File: src/rtl/crp16_step_clock.sv
// Clock stepper for the CRP16 datapath: debounced single-step key or free-run divider,
// each accepted request producing one registered HIGH_CYCLES-high / HIGH_CYCLES-low pulse.
module crp16_step_clock #(
    parameter int DEBOUNCE_CYCLES = 500000,
    parameter int RUN_DIV         = 25000000,
    parameter int HIGH_CYCLES     = 4
) (
    input  logic        clock,
    input  logic        reset,
    input  logic        key_n,
    input  logic        run,
    input  logic        halt,
    output logic        cpu_clock,
    output logic        busy,
    output logic        key_level,
    output logic [15:0] step_count
);

    localparam int DbWidth  = (DEBOUNCE_CYCLES > 1) ? $clog2(DEBOUNCE_CYCLES) : 1;
    localparam int DivWidth = (RUN_DIV > 1) ? $clog2(RUN_DIV) : 1;
    localparam int PhWidth  = (HIGH_CYCLES > 1) ? $clog2(HIGH_CYCLES) : 1;

    localparam logic [DbWidth-1:0]  DbLast  = DbWidth'(DEBOUNCE_CYCLES - 1);
    localparam logic [DivWidth-1:0] DivLast = DivWidth'(RUN_DIV - 1);
    localparam logic [PhWidth-1:0]  PhLast  = PhWidth'(HIGH_CYCLES - 1);

    typedef enum logic [1:0] {
        IDLE = 2'd0,
        HIGH = 2'd1,
        LOW  = 2'd2
    } stateT;

    logic                sync1_q;
    logic                sync2_q;
    logic                pressed;
    logic [DbWidth-1:0]  dbCount_q;
    logic [DbWidth-1:0]  dbCount_d;
    logic                keyLevel_q;
    logic                keyLevel_d;
    logic                keyLevelDly_q;
    logic                pressEvent;
    logic                runDly_q;
    logic [DivWidth-1:0] divCount_q;
    logic [DivWidth-1:0] divCount_d;
    logic                tick_q;
    logic                tick_d;
    logic                req;
    stateT               state_q;
    stateT               state_d;
    logic [PhWidth-1:0]  phase_q;
    logic [PhWidth-1:0]  phase_d;
    logic [15:0]         stepCount_q;
    logic [15:0]         stepCount_d;
    logic                cpuClock_q;
    logic                busy_q;

    always_ff @(posedge clock) begin
        if (reset) begin
            sync1_q <= 1'b1;
            sync2_q <= 1'b1;
        end else begin
            sync1_q <= key_n;
            sync2_q <= sync1_q;
        end
    end

    assign pressed = ~sync2_q;

    // A level change is accepted only after DEBOUNCE_CYCLES consecutive differing samples.
    always_comb begin
        dbCount_d  = '0;
        keyLevel_d = keyLevel_q;
        if (pressed != keyLevel_q) begin
            if (dbCount_q == DbLast) begin
                keyLevel_d = pressed;
            end else begin
                dbCount_d = dbCount_q + 1'b1;
            end
        end
    end

    // runDly_q holds the divider at zero for the first run cycle, aligning the first tick.
    always_comb begin
        divCount_d = '0;
        tick_d     = 1'b0;
        if (run && runDly_q) begin
            tick_d     = (divCount_q == DivLast);
            divCount_d = tick_d ? '0 : divCount_q + 1'b1;
        end
    end

    assign pressEvent = keyLevel_q & ~keyLevelDly_q;
    assign req        = run ? tick_q : pressEvent;

    always_comb begin
        state_d     = state_q;
        phase_d     = phase_q;
        stepCount_d = stepCount_q;
        case (state_q)
            IDLE: begin
                if (req && !halt) begin
                    state_d     = HIGH;
                    phase_d     = '0;
                    stepCount_d = stepCount_q + 16'd1;
                end
            end
            HIGH: begin
                if (phase_q == PhLast) begin
                    state_d = LOW;
                    phase_d = '0;
                end else begin
                    phase_d = phase_q + 1'b1;
                end
            end
            LOW: begin
                if (phase_q == PhLast) begin
                    state_d = IDLE;
                    phase_d = '0;
                end else begin
                    phase_d = phase_q + 1'b1;
                end
            end
            default: begin
                state_d = IDLE;
                phase_d = '0;
            end
        endcase
    end

    // Outputs are decoded from the next state into flops so cpu_clock never glitches.
    always_ff @(posedge clock) begin
        if (reset) begin
            dbCount_q     <= '0;
            keyLevel_q    <= 1'b0;
            keyLevelDly_q <= 1'b0;
            runDly_q      <= 1'b0;
            divCount_q    <= '0;
            tick_q        <= 1'b0;
            state_q       <= IDLE;
            phase_q       <= '0;
            stepCount_q   <= 16'd0;
            cpuClock_q    <= 1'b0;
            busy_q        <= 1'b0;
        end else begin
            dbCount_q     <= dbCount_d;
            keyLevel_q    <= keyLevel_d;
            keyLevelDly_q <= keyLevel_q;
            runDly_q      <= run;
            divCount_q    <= divCount_d;
            tick_q        <= tick_d;
            state_q       <= state_d;
            phase_q       <= phase_d;
            stepCount_q   <= stepCount_d;
            cpuClock_q    <= (state_d == HIGH);
            busy_q        <= (state_d != IDLE);
        end
    end

    assign cpu_clock  = cpuClock_q;
    assign busy       = busy_q;
    assign key_level  = keyLevel_q;
    assign step_count = stepCount_q;

endmodule

File: config.mk
export PLATFORM = sky130hd
export DESIGN_NAME = crp16_step_clock
export DESIGN_NICKNAME = d
export VERILOG_FILES = /design/src/rtl/crp16_step_clock.sv
export SDC_FILE = /design/constraint.sdc
export NUM_CORES = 1
export LEC_CHECK = 0
export CAP_MARGIN = 10
export CORE_MARGIN = 3
export CORE_UTILIZATION = 51
export CTS_CLUSTER_SIZE = 14
export DETAILED_ROUTE_END_ITERATION = 16
export GPL_ROUTABILITY_DRIVEN = 0
export HOLD_SLACK_MARGIN = 0.08
export PLACE_DENSITY = 0.8
export SYNTH_ARGS = -nofsm -noshare
export SYNTH_HDL_FRONTEND = slang
export SYNTH_SLANG_ARGS = --single-unit
File: constraint.sdc
create_clock -name clock -period 2.3 [get_ports clock]
set_clock_uncertainty 0.05 [all_clocks]
set_input_delay 0.46 -clock clock [delete_from_list [all_inputs] [get_ports clock]]
set_output_delay 0.46 -clock clock [all_outputs]
set_load 0.005 [all_outputs]
# After elaboration in Yosys (flattened, before gate mapping)
# Index checks and enable logic that the tools add are counted.
[totals]
register_bits = 72
wordCells = 49
in_bits = 5
output_inout_bits = 19
[classes]
addsub = 4
n_mux = 8
n_bitwise = 5
reduce_logical = 11
eq_ne = 8
[ops]
columns = ["cell", "n"]
rows = [
  ["25-bit by 1-bit adder with 25-bit output, second input constant", 1],
  ["25-bit equality test, second input constant", 1],
  ["19-bit by 1-bit adder with 19-bit output, second input constant", 1],
  ["19-bit equality test, second input constant", 1],
  ["16-bit by 1-bit adder with 16-bit output, second input constant", 1],
  ["2-bit 2-to-1 mux", 5],
  ["2-bit one-hot mux with 3 select lines", 1],
  ["3-bit OR reduction", 2],
  ["2-bit by 1-bit equality test with 1-bit output, second input constant", 2],
  ["2-bit equality test, second input constant", 2],
  ["1-bit inverter", 4],
  ["2-bit one-hot mux with 2 select lines", 1],
  ["2-bit AND reduction", 2],
  ["2-bit OR reduction", 2],
  ["2-bit by 1-bit adder with 2-bit output, second input constant", 1],
  ["1-bit logical AND", 2],
  ["2-bit logical NOT", 1],
  ["2-bit inequality test, second input constant", 1],
  ["2-bit nonzero test", 1],
  ["1-bit bitwise AND", 1],
  ["1-bit logical NOT", 1],
  ["1-bit 2-to-1 mux", 1],
  ["1-bit inequality test", 1],
]

# Logic depth before layout (Yosys ltp)
[logic_depth]
ltp_word = 7
ltp_mapped = 8
depth_no_buf = 6

# Worst setup path before layout
# OpenSTA, ideal clock, no wires.
[synth_timing]
path_type = "reg-to-reg"
start = "register divCount_q[0]"
end = "register divCount_q[24]"
setup_ps = 71
arrival_ps = 1859
period_less_slack_ps = 1980
path_stages_with_launch = 7
path_buffers = 1
slack_ps = 320
t_required_ps = 2179
cell_sequence = "dfxtp_1 > ha_1 > nand4_1 > or3_1 > buf_2 > or4_1 > a21oi_1"
[synth_via]
elab_chain_cells = 2
elab_cells_between_ends = 3
cone_classes = "add/sub: 1; eq/ne: 1; reduce/logical: 1"
[synth_lines]
columns = ["item", "line", "text"]
rows = [
  ["start, declared", "43", "logic [DivWidth-1:0] divCount_q;"],
  ["start signal, assigned", "149", "divCount_q <= divCount_d;"],
  ["branches (longest 2 deep; another with 25-bit by 1-bit adder with 25-bit output)", "--", ""],
]
# Several ways; the timed one is not identified.
# A chain may end at the register's enable or synchronous reset.

# Worst setup path after layout
[layout_timing]
start = "input port run"
end = "register stepCount_q[15], in the netlist step_count[15]"
[layout_via]
elab_chain_cells = 3
[layout_lines]
columns = ["item", "line", "text"]
rows = [
  ["start, declared", "11", "input logic run,"],
  ["1-bit 2-to-1 mux", "93", "assign req = run ? tick_q : pressEvent;"],
  ["1-bit logical AND", "101", "if (req && !halt) begin"],
  ["2-bit AND reduction (no line)", "--", ""],
  ["end signal, assigned", "153", "stepCount_q <= stepCount_d;"],
  ["end, declared", "52", "logic [15:0] stepCount_q;"],
]
# No other way between the ends.

==> impl_metrics.env <==
export IMPL_endpoint_kind="register"
export IMPL_ys_seq_elements=72
export IMPL_fin_crit_sh=0.920
export IMPL_yosys_cell_types_count=44
export IMPL_die_x_um=85.8
export IMPL_ant_nets=0
export IMPL_power_density_nw_per_um2=582
export IMPL_numCtsBuffers=9
export IMPL_wl_met2_um=2980
export IMPL_drt_initial_drc_count=87
export IMPL_nFillCells=528
export IMPL_clk_pin_slew_ns=0.07
export IMPL_grt_util_all_layers=0.188
export IMPL_htreeDepth=3
export IMPL_hp_class="reg -> reg"
export IMPL_synthesis_area_um2=3250
export IMPL_grt_pass1_vias=2554
export IMPL_r2r_end="divCount_q[24]"
export IMPL_synthCells=370
export IMPL_ios=24
export IMPL_async_flop_share=0
export IMPL_cp_max_fo=4
export IMPL_ir_drop_uv=533
export IMPL_hold_violations=0
export IMPL_fin_crit_ns=2.12
export IMPL_nNetsFinal=412
export IMPL_hpwl_um=4440
export IMPL_total_power_mw=2.19
export IMPL_remaining_drc_errors=0
export IMPL_route_met3_wl_um=211
export IMPL_ys_flop_type="dfxtp_1"
export IMPL_grt_max_degree=28
export IMPL_drtPass1Iterations=5
export IMPL_antenna_found_initial=0
export IMPL_cts_path_max_buffers=2
export IMPL_whs_endpoint="sync2_q"
export IMPL_fin_cells=479
export IMPL_grt_first_pass_wirelength_um=11200
export IMPL_dieArea_um2=7370
export IMPL_cts_hold_buffers=0
export IMPL_crit_path_start_kind="input pin"
export IMPL_top_layer="met4"
export IMPL_wirelength_um=6300
export IMPL_rsz0062_at_grt="false"
export IMPL_diodes=0
export IMPL_slew_viol_final=0
export IMPL_vias=2732
export IMPL_final_layout_size_suffix_gt1_frac=0.0866
export IMPL_status="complete, no violations"
export IMPL_wl_per_cell_um=13.2
export IMPL_cp_arrival_ns=2.29
export IMPL_synth_edf_count=0
export IMPL_placementRows=28
export IMPL_core_um2=6060
export IMPL_io_buffers=23
export IMPL_worst_pin_slew_ns=0.327
export IMPL_maxCapViolCount=0
export IMPL_cts_resized=0
export IMPL_ctsRootBufferMaster="clkbuf_8"
export IMPL_start_util=0.536
export IMPL_synth_seq_area_share=0.444
export IMPL_leakage_nw=1.18
export IMPL_synth_area_per_cell_um2=8.78
export IMPL_r2r_cells=5
export IMPL_clock_sinks=72
export IMPL_synth_nets=383
export IMPL_hp_start="sync1_q"
export IMPL_cts_tree="done"
export IMPL_post_cts_buffers=0
export IMPL_mostFrequentLayoutCells="72 x dfxtp_1, 41 x nor2_1, 29 x a21oi_1, 23 x clkdlybuf4s50_1, 20 x nand2_1"
export IMPL_critPathRequiredTime_ns=2.48
export IMPL_crit_type="in -> reg"
export IMPL_max_slew_margin=0.780
export IMPL_timing_fmax_mhz=473
export IMPL_vias_per_cell=5.70
export IMPL_crit_reg2reg_launch="divCount_q[0]"
export IMPL_final_common_cell="dfxtp_1"
export IMPL_overflow=0
export IMPL_yosysWarnings=0
export IMPL_die_h_um=85.8
export IMPL_clk_insertion_delay_late_ns=0.34
export IMPL_place_inst=463
export IMPL_synthToLayoutAreaGrowth_pct=15.8
export IMPL_r2r_setup_slack_ns=0.27
export IMPL_wl_met1_um=3020
export IMPL_hold_depth=1
export IMPL_setup_violations_final=0
## cell type report
| type | count | area [um^2] | area share |
|---|---|---|---|
| well taps | 75 | 93.8 | 0.0249 |
| repair buffers | 32 | 298 | 0.0791 |
| clock inverters | 3 | 15.0 | 0.00399 |
| multi-input cells | 271 | 1700 | 0.451 |
| clock buffers | 13 | 169 | 0.0449 |
| inverters | 13 | 48.8 | 0.0130 |
| flip-flops and latches | 72 | 1440 | 0.383 |
## per-stage QoR
stage                     hold WS (ns)  setup WS (ns)  setup TNS [ns]  cell area (um^2)   util
after floorplan                  0.339          0.320               0              3250      -
after global placement           0.356         -0.124          -0.576              3580  0.590
after global routing             0.383         0.0900               0              3760  0.621
after CTS                        0.371          0.188               0              3760  0.621
final                            0.366          0.184               0              3760  0.621
after detailed placement         0.350         -0.172           -1.18              3580  0.590
## Yosys cell counts (3+ instances only)
cell type	number	area, um^2
nand4_1	15	93.8
ha_1	8	100
nor4_1	4	25.0
o21ai_0	17	85.1
xor2_1	15	131
or3_1	17	106
or2_2	3	18.8
dfxtp_1	72	1440
a21o_1	3	22.5
and4_1	7	61.3
clkbuf_1	11	41.3
nor3_1	6	30.0
nor2_1	41	154
o31ai_1	11	82.6
inv_1	13	48.8
nor4b_1	4	35.0
xnor2_1	14	123
nor2b_1	3	18.8
nand2_1	20	75.1
or4_1	10	75.1
nand3_1	19	95.1
a21oi_1	29	145
## power breakdown
part	internal [mW]	switching (mW)
logic	0.0131	0.0191
registers	1.25	0.00202
clock network	0.475	0.432
## registers in the layout (all words and copies together) (netlist names)
register / flops
state_q: 2
divCount_q: 25
runDly_q: 1
sync1_q: 1
phase_q: 2
cpu_clock: 1
tick_q: 1
sync2_q: 1
key_level: 1
keyLevelDly_q: 1
dbCount_q: 19
step_count: 16
busy: 1
## layer usage
metal,GRT usage,up-vias
li1,-,1398
met1,0.235,1284
met2,0.305,40
met3,0.0644,10
met4,0.0604,0
met5,0,-
## worst max path at each step
| stage | to | startpoint | cells after the start |
|---|---|---|---|
| 2_1_floorplan | divCount_q[24] | divCount_q[0] | 6 |
| 3_3_place_gp | step_count[15] | run | 5 |
| 3_5_place_dp | step_count[15] | run | 5 |
| 4_1_cts | step_count[15] | run | 5 |
| 5_1_grt | step_count[12] | run | 5 |
| 6_report | step_count[15] | run | 5 |
## worst max-delay path, cell delays in order
cell             delay (ns)
clkdlybuf4s50_1        0.45
or3b_1                 0.41
a211o_1                0.35
nor4_1                 0.27
mux2_1                 0.35
## logic make-up after synthesis
logic type      share of synthesized area
xor+xnor                           0.0782
mux                               0.00655
fa+ha+maj                          0.0308
simple gates                        0.280
flops                               0.444
compound gates                      0.127
buf+inv                            0.0343
Note: power is estimated with default switching activity, not from simulation.
